--- src/rtl/moto_cmd_ctrl.sv ---
// Motor command stage: key sync/debounce, soft-start/soft-stop duty ramp,
// and dead-time-protected direction reversal feeding the PWM generator.
module moto_cmd_ctrl #(
  parameter int DB_CYCLES = 1_000_000,
  parameter int DB_W      = 20,
  parameter int DUTY_W    = 8,
  parameter int SPEED_LO  = 128,
  parameter int SPEED_HI  = 255,
  parameter int RAMP_DIV  = 50_000,
  parameter int DEAD_CYC  = 500_000
) (
  input  logic              sys_clk,
  input  logic              sys_rst_n,
  input  logic [3:0]        key,
  output logic [DUTY_W-1:0] duty,
  output logic              dir,
  output logic              pwm_en,
  output logic              busy
);

  localparam int PRE_W  = (RAMP_DIV > 1) ? $clog2(RAMP_DIV) : 1;
  localparam int DEAD_W = (DEAD_CYC > 1) ? $clog2(DEAD_CYC) : 1;

  localparam logic [DB_W-1:0]   DB_LAST   = DB_W'(DB_CYCLES - 1);
  localparam logic [PRE_W-1:0]  PRE_LAST  = PRE_W'(RAMP_DIV - 1);
  localparam logic [DEAD_W-1:0] DEAD_LAST = DEAD_W'(DEAD_CYC - 1);
  localparam logic [DUTY_W-1:0] DUTY_LO   = DUTY_W'(SPEED_LO);
  localparam logic [DUTY_W-1:0] DUTY_HI   = DUTY_W'(SPEED_HI);

  typedef enum logic [2:0] {
    IDLE,
    RAMP,
    HOLD,
    STOP,
    DEAD
  } state_t;

  logic [3:0]        sync1_q, sync2_q, keyDb_q;
  logic [DB_W-1:0]   dbCnt_q [4];

  state_t            state_q, state_d;
  logic [DUTY_W-1:0] duty_q, duty_d;
  logic              dir_q, dir_d;
  logic [PRE_W-1:0]  pre_q, pre_d;
  logic [DEAD_W-1:0] dead_q, dead_d;
  logic              pwmEn_q, busy_q;

  logic [DUTY_W-1:0] target;
  logic              reqDir;
  logic              stepping;
  logic              tick;
  logic              deadDone;

  // Two-flop synchroniser, then a per-key counter that only accepts a level
  // after it has differed from the accepted value for DB_CYCLES straight cycles.
  always_ff @(posedge sys_clk or negedge sys_rst_n) begin
    if (!sys_rst_n) begin
      sync1_q <= '1;
      sync2_q <= '1;
      keyDb_q <= '1;
      for (int i = 0; i < 4; i++) dbCnt_q[i] <= '0;
    end else begin
      sync1_q <= key;
      sync2_q <= sync1_q;
      for (int i = 0; i < 4; i++) begin
        if (sync2_q[i] == keyDb_q[i]) begin
          dbCnt_q[i] <= '0;
        end else if (dbCnt_q[i] == DB_LAST) begin
          keyDb_q[i] <= sync2_q[i];
          dbCnt_q[i] <= '0;
        end else begin
          dbCnt_q[i] <= dbCnt_q[i] + 1'b1;
        end
      end
    end
  end

  // Keys are active-low; enable gates everything, speed1 wins over speed0.
  always_comb begin
    target = '0;
    if (!keyDb_q[0]) begin
      if (!keyDb_q[3])      target = DUTY_HI;
      else if (!keyDb_q[2]) target = DUTY_LO;
    end
  end

  assign reqDir   = ~keyDb_q[1];
  assign stepping = (state_q == RAMP) || (state_q == STOP);
  assign tick     = stepping && (pre_q == PRE_LAST);
  assign deadDone = (state_q == DEAD) && (dead_q == DEAD_LAST);

  always_comb begin
    state_d = state_q;
    duty_d  = duty_q;
    dir_d   = dir_q;
    unique case (state_q)
      IDLE: begin
        duty_d = '0;
        if (target != '0) begin
          dir_d   = reqDir;
          state_d = RAMP;
        end
      end
      RAMP: begin
        if ((reqDir != dir_q) && (duty_q != '0)) begin
          state_d = STOP;
        end else if (duty_q == target) begin
          state_d = (target == '0) ? IDLE : HOLD;
        end else if (tick) begin
          duty_d = (duty_q < target) ? duty_q + 1'b1 : duty_q - 1'b1;
        end
      end
      HOLD: begin
        if (reqDir != dir_q)       state_d = STOP;
        else if (target != duty_q) state_d = RAMP;
      end
      STOP: begin
        if (duty_q == '0) state_d = DEAD;
        else if (tick)    duty_d  = duty_q - 1'b1;
      end
      DEAD: begin
        duty_d = '0;
        if (deadDone) begin
          dir_d   = reqDir;
          state_d = (target != '0) ? RAMP : IDLE;
        end
      end
      default: begin
        state_d = IDLE;
        duty_d  = '0;
      end
    endcase
  end

  // Prescaler and dead timer restart on every state change so each phase
  // measures its own time from entry.
  always_comb begin
    pre_d = '0;
    if (stepping && (state_d == state_q) && !tick) pre_d = pre_q + 1'b1;
    dead_d = '0;
    if ((state_q == DEAD) && (state_d == DEAD)) dead_d = dead_q + 1'b1;
  end

  always_ff @(posedge sys_clk or negedge sys_rst_n) begin
    if (!sys_rst_n) begin
      state_q <= IDLE;
      duty_q  <= '0;
      dir_q   <= 1'b0;
      pre_q   <= '0;
      dead_q  <= '0;
      pwmEn_q <= 1'b0;
      busy_q  <= 1'b0;
    end else begin
      state_q <= state_d;
      duty_q  <= duty_d;
      dir_q   <= dir_d;
      pre_q   <= pre_d;
      dead_q  <= dead_d;
      pwmEn_q <= (duty_d != '0);
      busy_q  <= (state_d == RAMP) || (state_d == STOP) || (state_d == DEAD);
    end
  end

  assign duty   = duty_q;
  assign dir    = dir_q;
  assign pwm_en = pwmEn_q;
  assign busy   = busy_q;

endmodule

--- config.mk ---
export PLATFORM = sky130hd
export DESIGN_NAME = moto_cmd_ctrl
export DESIGN_NICKNAME = d
export VERILOG_FILES = /design/src/rtl/moto_cmd_ctrl.sv
export SDC_FILE = /design/constraint.sdc
export NUM_CORES = 1
export LEC_CHECK = 0
export CORE_MARGIN = 5
export CORE_UTILIZATION = 55
export CTS_CLUSTER_SIZE = 10
export DETAILED_ROUTE_END_ITERATION = 10
export PLACE_DENSITY = 0.72
export RECOVER_POWER = 25
export SKIP_CTS_REPAIR_TIMING = 1
export SLEW_MARGIN = 10
export SYNTH_ARGS = -nofsm -noshare
export SYNTH_HDL_FRONTEND = slang
export SYNTH_SLANG_ARGS = --single-unit
--- constraint.sdc ---
create_clock -name sys_clk -period 4.5 [get_ports sys_clk]
set_input_delay 0.45 -clock sys_clk [delete_from_list [all_inputs] [get_ports sys_clk]]
set_output_delay 0.45 -clock sys_clk [all_outputs]
set_load 0.03 [all_outputs]
## Word level (Yosys, flattened, before mapping)

Cells that the tools add are included.

| word-level totals | value |
|---|---|
| register bits after elaboration | 141 |
| bits of input ports | 6 |
| output and inout bits | 11 |
| word-level logic and storage cells | 109 |

| cells by class | value |
|---|---|
| add/sub/neg operators | 8 |
| order comparisons | 1 |
| eq/ne operators | 23 |
| multiplexer cells | 33 |
| bitwise operators | 5 |
| reduce and logical (&&, ||, !) cells | 22 |

Operator list:

| kind | count |
|---|---|
| $mux 20 | 8 |
| $add 20x1->20 const B | 4 |
| $eq 20x20->1 const B | 4 |
| $mux 8 | 9 |
| $pmux 8 s3 | 1 |
| $reduce_bool 8->1 | 3 |
| $mux 3 | 7 |
| $add 19x1->19 const B | 1 |
| $eq 19x19->1 const B | 1 |
| $mux 19 | 1 |
| $add 16x1->16 const B | 1 |
| $eq 16x16->1 const B | 1 |
| $logic_not 8->1 | 2 |
| $mux 16 | 1 |
| $pmux 3 s5 | 1 |
| $eq 3x2->1 const B | 3 |
| $add 8x1->8 const B | 1 |
| $eq 8x8->1 | 1 |
| $lt 8x8->1 | 1 |
| $ne 8x8->1 | 1 |
| $reduce_and 2->1 | 4 |
| $sub 8x1->8 const B | 1 |
| $eq 3x1->1 const B | 2 |
| $eq 3x3->1 const B | 2 |
| 14 further kinds | 31 |

## Depth between registers and ports, before layout

| logic depth | value |
|---|---|
| word-level depth | 12 |
| depth in mapped cells | 13 |
| depth with buffers taken out | 11 |

## Worst setup path before layout

No wires, ideal clock.

| path | value |
|---|---|
| kind | reg2reg |
| start point | register duty_q[0] (netlist: duty[0]) |
| end point | register pwmEn_q (netlist: pwm_en) |
| library setup time | 0.072 ns |
| arrival | 2.931 ns |
| data required time | 4.428 ns |
| setup slack | 1.497 ns |
| stages on the path, launching flop included | 11 |
| path buffers | 1 |
| clock period less this slack | 3.003 ns |
| cell sequence | dfrtp_1 -> inv_1 -> ha_1 -> or3b_2 -> o21ai_2 -> or4b_1 -> clkbuf_2 -> or4_1 -> a22oi_2 -> nor2_1 -> nand4b_1 |

| on the way | value |
|---|---|
| cells in the longest elaborated chain, start to end | 7 |
| elaborated cells between the ends (all ways) | 15 |
| classes of those cells | add/sub: 2; order compare: 1; eq/ne: 1; mux: 7; reduce/logical: 4 |

Ends and longest elaborated chain:

| element | line | RTL |
|---|---|---|
| start, declared | 42 | `logic [DUTY_W-1:0] duty_q, duty_d;` |
| start signal, assigned | 155 | `duty_q <= duty_d;` |
| $sub 8x1->8 (tied with other cells) | 110, 119 |  |
| $mux 8 | 110 | `duty_d = (duty_q < target) ? duty_q + 1'b1 : duty_q - 1'b1;` |
| $mux 8 | 109 | `end else if (tick) begin` |
| $mux 8 | 107 | `end else if (duty_q == target) begin` |
| $mux 8 | 105 | `if ((reqDir != dir_q) && (duty_q != '0)) begin` |
| $pmux 8 s3 * | 96 | `unique case (state_q)` |
| via duty_d[7] | 42 |  |
| $reduce_bool 8->1 * | 159 | `pwmEn_q <= (duty_d != '0);` |
| end signal, assigned | 159 |  |
| end, declared | 46 | `logic pwmEn_q, busy_q;` |

The timed path passes the listed nets; every way through them passes the cells marked *.
A chain may end at the register's enable or synchronous reset.

## Final worst setup path

Same ends and word-level chain as after synthesis.

==> run_results.csv <==
group,metric,value,unit
status,outcome,"finished, violations left",
status,violations,"max-capacitance violations, max-slew violations",
critical_path,cpPeakStageDelay,0.61,ns
clock_tree,clock_latency,0.42,ns
min_path,min_to,"sync2_q[1]$_DFF_PN1_",
critical_path,arrival,3.61,ns
floorplan,row_count,41,
timing,finalCritPeriodShare,72.4,%
global_route,globalRoute.totalOverflow,0,
timing,fin_setup_tns,0,ns
critical_path,cp_common_cell,"nor2_1",
critical_path,r2r-end,"pwm_en$_DFF_PN0_",
placed_design,place_inst,913,
timing,slew_violations,115,
timing,slew_headroom,-82.7,%
timing,clock.fmax,0.307,GHz
synthesis,synthFlopType,"dfrtp_1",
power,p_int,2.19,mW
clock_tree,cts_tree,"built",
critical_path,crit_family,"simple AND/OR/NAND/NOR gates",
synthesis,ys_seq_area_share,49.8,%
routing,drc,0,
timing,setup_violations,0,
min_path,min_from,"sync1_q[1]$_DFF_PN1_",
min_path,hold_depth,0,
floorplan,dieArea,0.0153,mm²
routing,drt_iter0_markers,371,
timing,timing.final.crit_period,3.26,ns
placed_design,portBuffers,16,
routing,wl_per_cell,14.9,µm
cells_and_area,antenna_cells,0,
power,switching_share,20.5,%
clock_tree,clk_pin_slew,0.06,ns
synthesis,ys_types,55,
critical_path,startpoint_type,"register",
cells_and_area,nFillCells,1067,
cells_and_area,syn_to_final_growth,12.6,%
global_route,grt_max_degree,115,
timing,tightestPinTransition,2.74,ns
synthesis,ys_ff_latch,141,
synthesis,synthCells,743,
routing,viasPerCell,5.70,
clock_tree,numCtsBuffers,17,
power,power_frac_clock,51.0,%
synthesis,synthArstFlopShare,100,%
synthesis,ys_warn_count,0,
clock_tree,htreeDepth,4,
synthesis,yosys.area.top_type_share,45.3,%
critical_path,crit_path_cell_trace,"inv_1 > ha_1 > or3b_2 > o21ai_2 > or4b_1 > nor2_1 > a311oi_1 > a22oi_1 > nor2_1 > nand4b_1",
power,power_leakage,3.39,nW
critical_path,r2r_cells,10,
cells_and_area,nets,782,
timing,clock_skew,0.00856,ns
power,peakVddDrop,0.232,mV
routing,firstDrtPassIters,5,
flow_run,max_cap_viol_count,1,
timing,report.final.hold_viol_count,0,
critical_path,path_buf_inv,1,
synthesis,synth_edf_count,0,
power,pwr-share-seq,47.0,%
synthesis,yosys-top-cells-area,"dfrtp_1, nor2_1, xnor2_1",
critical_path,cp.required,4.85,ns
critical_path,cp_slowest_cell,"or4b_1",
critical_path,cp-end-kind,"register",
cells_and_area,drive_gt1_share,8.29,%
cells_and_area,final_common_cell,"nor2_1",
critical_path,cp_max_fo,7,
placed_design,dp_hpwl,9400,µm
clock_tree,clock_path_buffers,2,
cells_and_area,fin_cells,944,
synthesis,avgSynthCellArea,9.58,µm²
synthesis,synth.net_count,765,
routing,drtAntennaViolNets,0,
power,p_sw,0.566,mW
timing,rsz0062_at_grt,"false",
floorplan,io_pins,17,
global_route,grt_pass1_vias,5297,
clock_tree,cts_sinks,141,
synthesis,synthesis.area,0.00712,mm²
power,comb_power_share,2.0,%
clock_tree,clockRootBuffer,"clkbuf_16",
critical_path,r2r-start,"duty[0]$_DFF_PN0_",
floorplan,die_w,124,µm
floorplan,initial_utilization,56.2,%
placed_design,routabilityCongestion,0.909,
global_route,grt_pass1_wl,24300,µm
critical_path,critical_path_class,"reg -> reg",
routing,num_vias,5377,
global_route,grtUsageTotal,20.0,%
synthesis,synth_top_cell_by_area,"dfrtp_1",
global_route,antenna_found_initial,0,
critical_path,rrSetupSlack,1.24,ns
min_path,hp-class,"reg -> reg",
floorplan,die_y,124,µm
floorplan,coreArea,0.0127,mm²
cells_and_area,layout_common_cells,"nor2_1, dfrtp_1, xnor2_1, xor2_1, nand3_1",
power,powerDensity,344,mW/mm²
routing,drt_wl_total,14100,µm
==> cell type report <==
| type | instances | area [µm²] | area share, % |
|---|---|---|---|
| clock inverters | 11 | 143 | 1.78 |
| multi-input cells | 562 | 3420 | 42.6 |
| well taps | 172 | 215 | 2.68 |
| clock buffers | 20 | 457 | 5.70 |
| inverters | 21 | 78.8 | 0.983 |
| flip-flops and latches | 141 | 3540 | 44.2 |
| repair buffers | 17 | 163 | 2.03 |
==> flip-flops by register name (all words and copies together) (netlist names) <==
signal / count
dbCnt_q: 80
dir: 1
state_q: 3
pre_q: 16
keyDb_q: 4
duty: 8
busy: 1
sync1_q: 4
sync2_q: 4
pwm_en: 1
dead_q: 19
==> how the worst max path moves through the flow <==
stage | startpoint | to | slack [ns] | cells past startpoint
floorplan | duty[0]$_DFF_PN0_ | pwm_en$_DFF_PN0_ | 1.50 | 10
global placement | duty[0]$_DFF_PN0_ | pwm_en$_DFF_PN0_ | 1.45 | 9
detailed placement | duty[0]$_DFF_PN0_ | pwm_en$_DFF_PN0_ | 1.30 | 10
CTS | duty[1]$_DFF_PN0_ | pwm_en$_DFF_PN0_ | 1.29 | 10
global route | duty[0]$_DFF_PN0_ | pwm_en$_DFF_PN0_ | 1.06 | 9
finish | duty[0]$_DFF_PN0_ | pwm_en$_DFF_PN0_ | 1.24 | 10
==> power groups by stage <==
stage	sequential (mW)	clock (mW)	combinational [mW]
after floorplan	1.31	0	0.0253
after CTS	1.29	1.44	0.0596
after detailed placement	1.32	0	0.0594
after global placement	1.32	0	0.0574
after global routing	1.30	1.50	0.0667
final	1.29	1.41	0.0555
==> worst reg2reg max path, cell delays in order, from the launching register on <==
cell and delay (ns):
dfrtp_1 0.43, inv_1 0.13, ha_1 0.24, or3b_2 0.52, o21ai_2 0.22, or4b_1 0.61
nor2_1 0.41, a311oi_1 0.20, a22oi_1 0.27, nor2_1 0.08, nand4b_1 0.09
==> kinds of logic after synthesis <==
kind of cell | after synthesis | synth area share (%)
muxes | 6 | 0.914
xor gates and xnor gates | 106 | 13.0
and+or+nand+nor | 373 | 25.5
buffers and inverters | 40 | 2.23
AOI/OAI and AO/OA | 61 | 5.78
DFF | 141 | 49.8
adders and majority gates | 16 | 2.81
==> synthesized netlist by cell type, drive strengths merged, types with 3 or more instances <==
master	instances
nor2	156
dfrtp	129
xnor2	53
xor2	53
nand3	49
nand2	48
nand4	24
inv	21
and3	20
a21oi	18
clkbuf	18
ha	16
o21ai	15
nor3	13
dfstp	12
or3	11
nor4	9
nor4b	9
or2	6
a22oi	4
mux2	4
nand3b	4
nor2b	4
or4	4
a21o	3
nand2b	3
o211ai	3
==> per-layer routing <==
metal | global-route usage [%] | part of all wire, % | routed length (µm) | vias to the layer above
li1 | - | - | - | 2579
met1 | 26.1 | 45 | 6300 | 2652
met2 | 31.9 | 49 | 6850 | 122
met3 | 5.86 | 5.1 | 712 | 24
met4 | 7.27 | 1.5 | 212 | 0
met5 | 0 | 0 | 0 | -
==> stage by stage <==
stage	hold WS (ns)	power, mW	area, µm²	util, %	setup WS, ns
final	0.352	2.76	8020	63.3	1.24
after global routing	0.353	2.86	8020	63.3	1.06
after CTS	0.224	2.79	8020	63.3	1.29
after detailed placement	0.348	1.38	7420	58.6	1.30
after global placement	0.348	1.37	7420	58.6	1.45
after floorplan	0.154	1.34	7120	-	1.50
No activity file was read; power rests on OpenSTA's default activity.
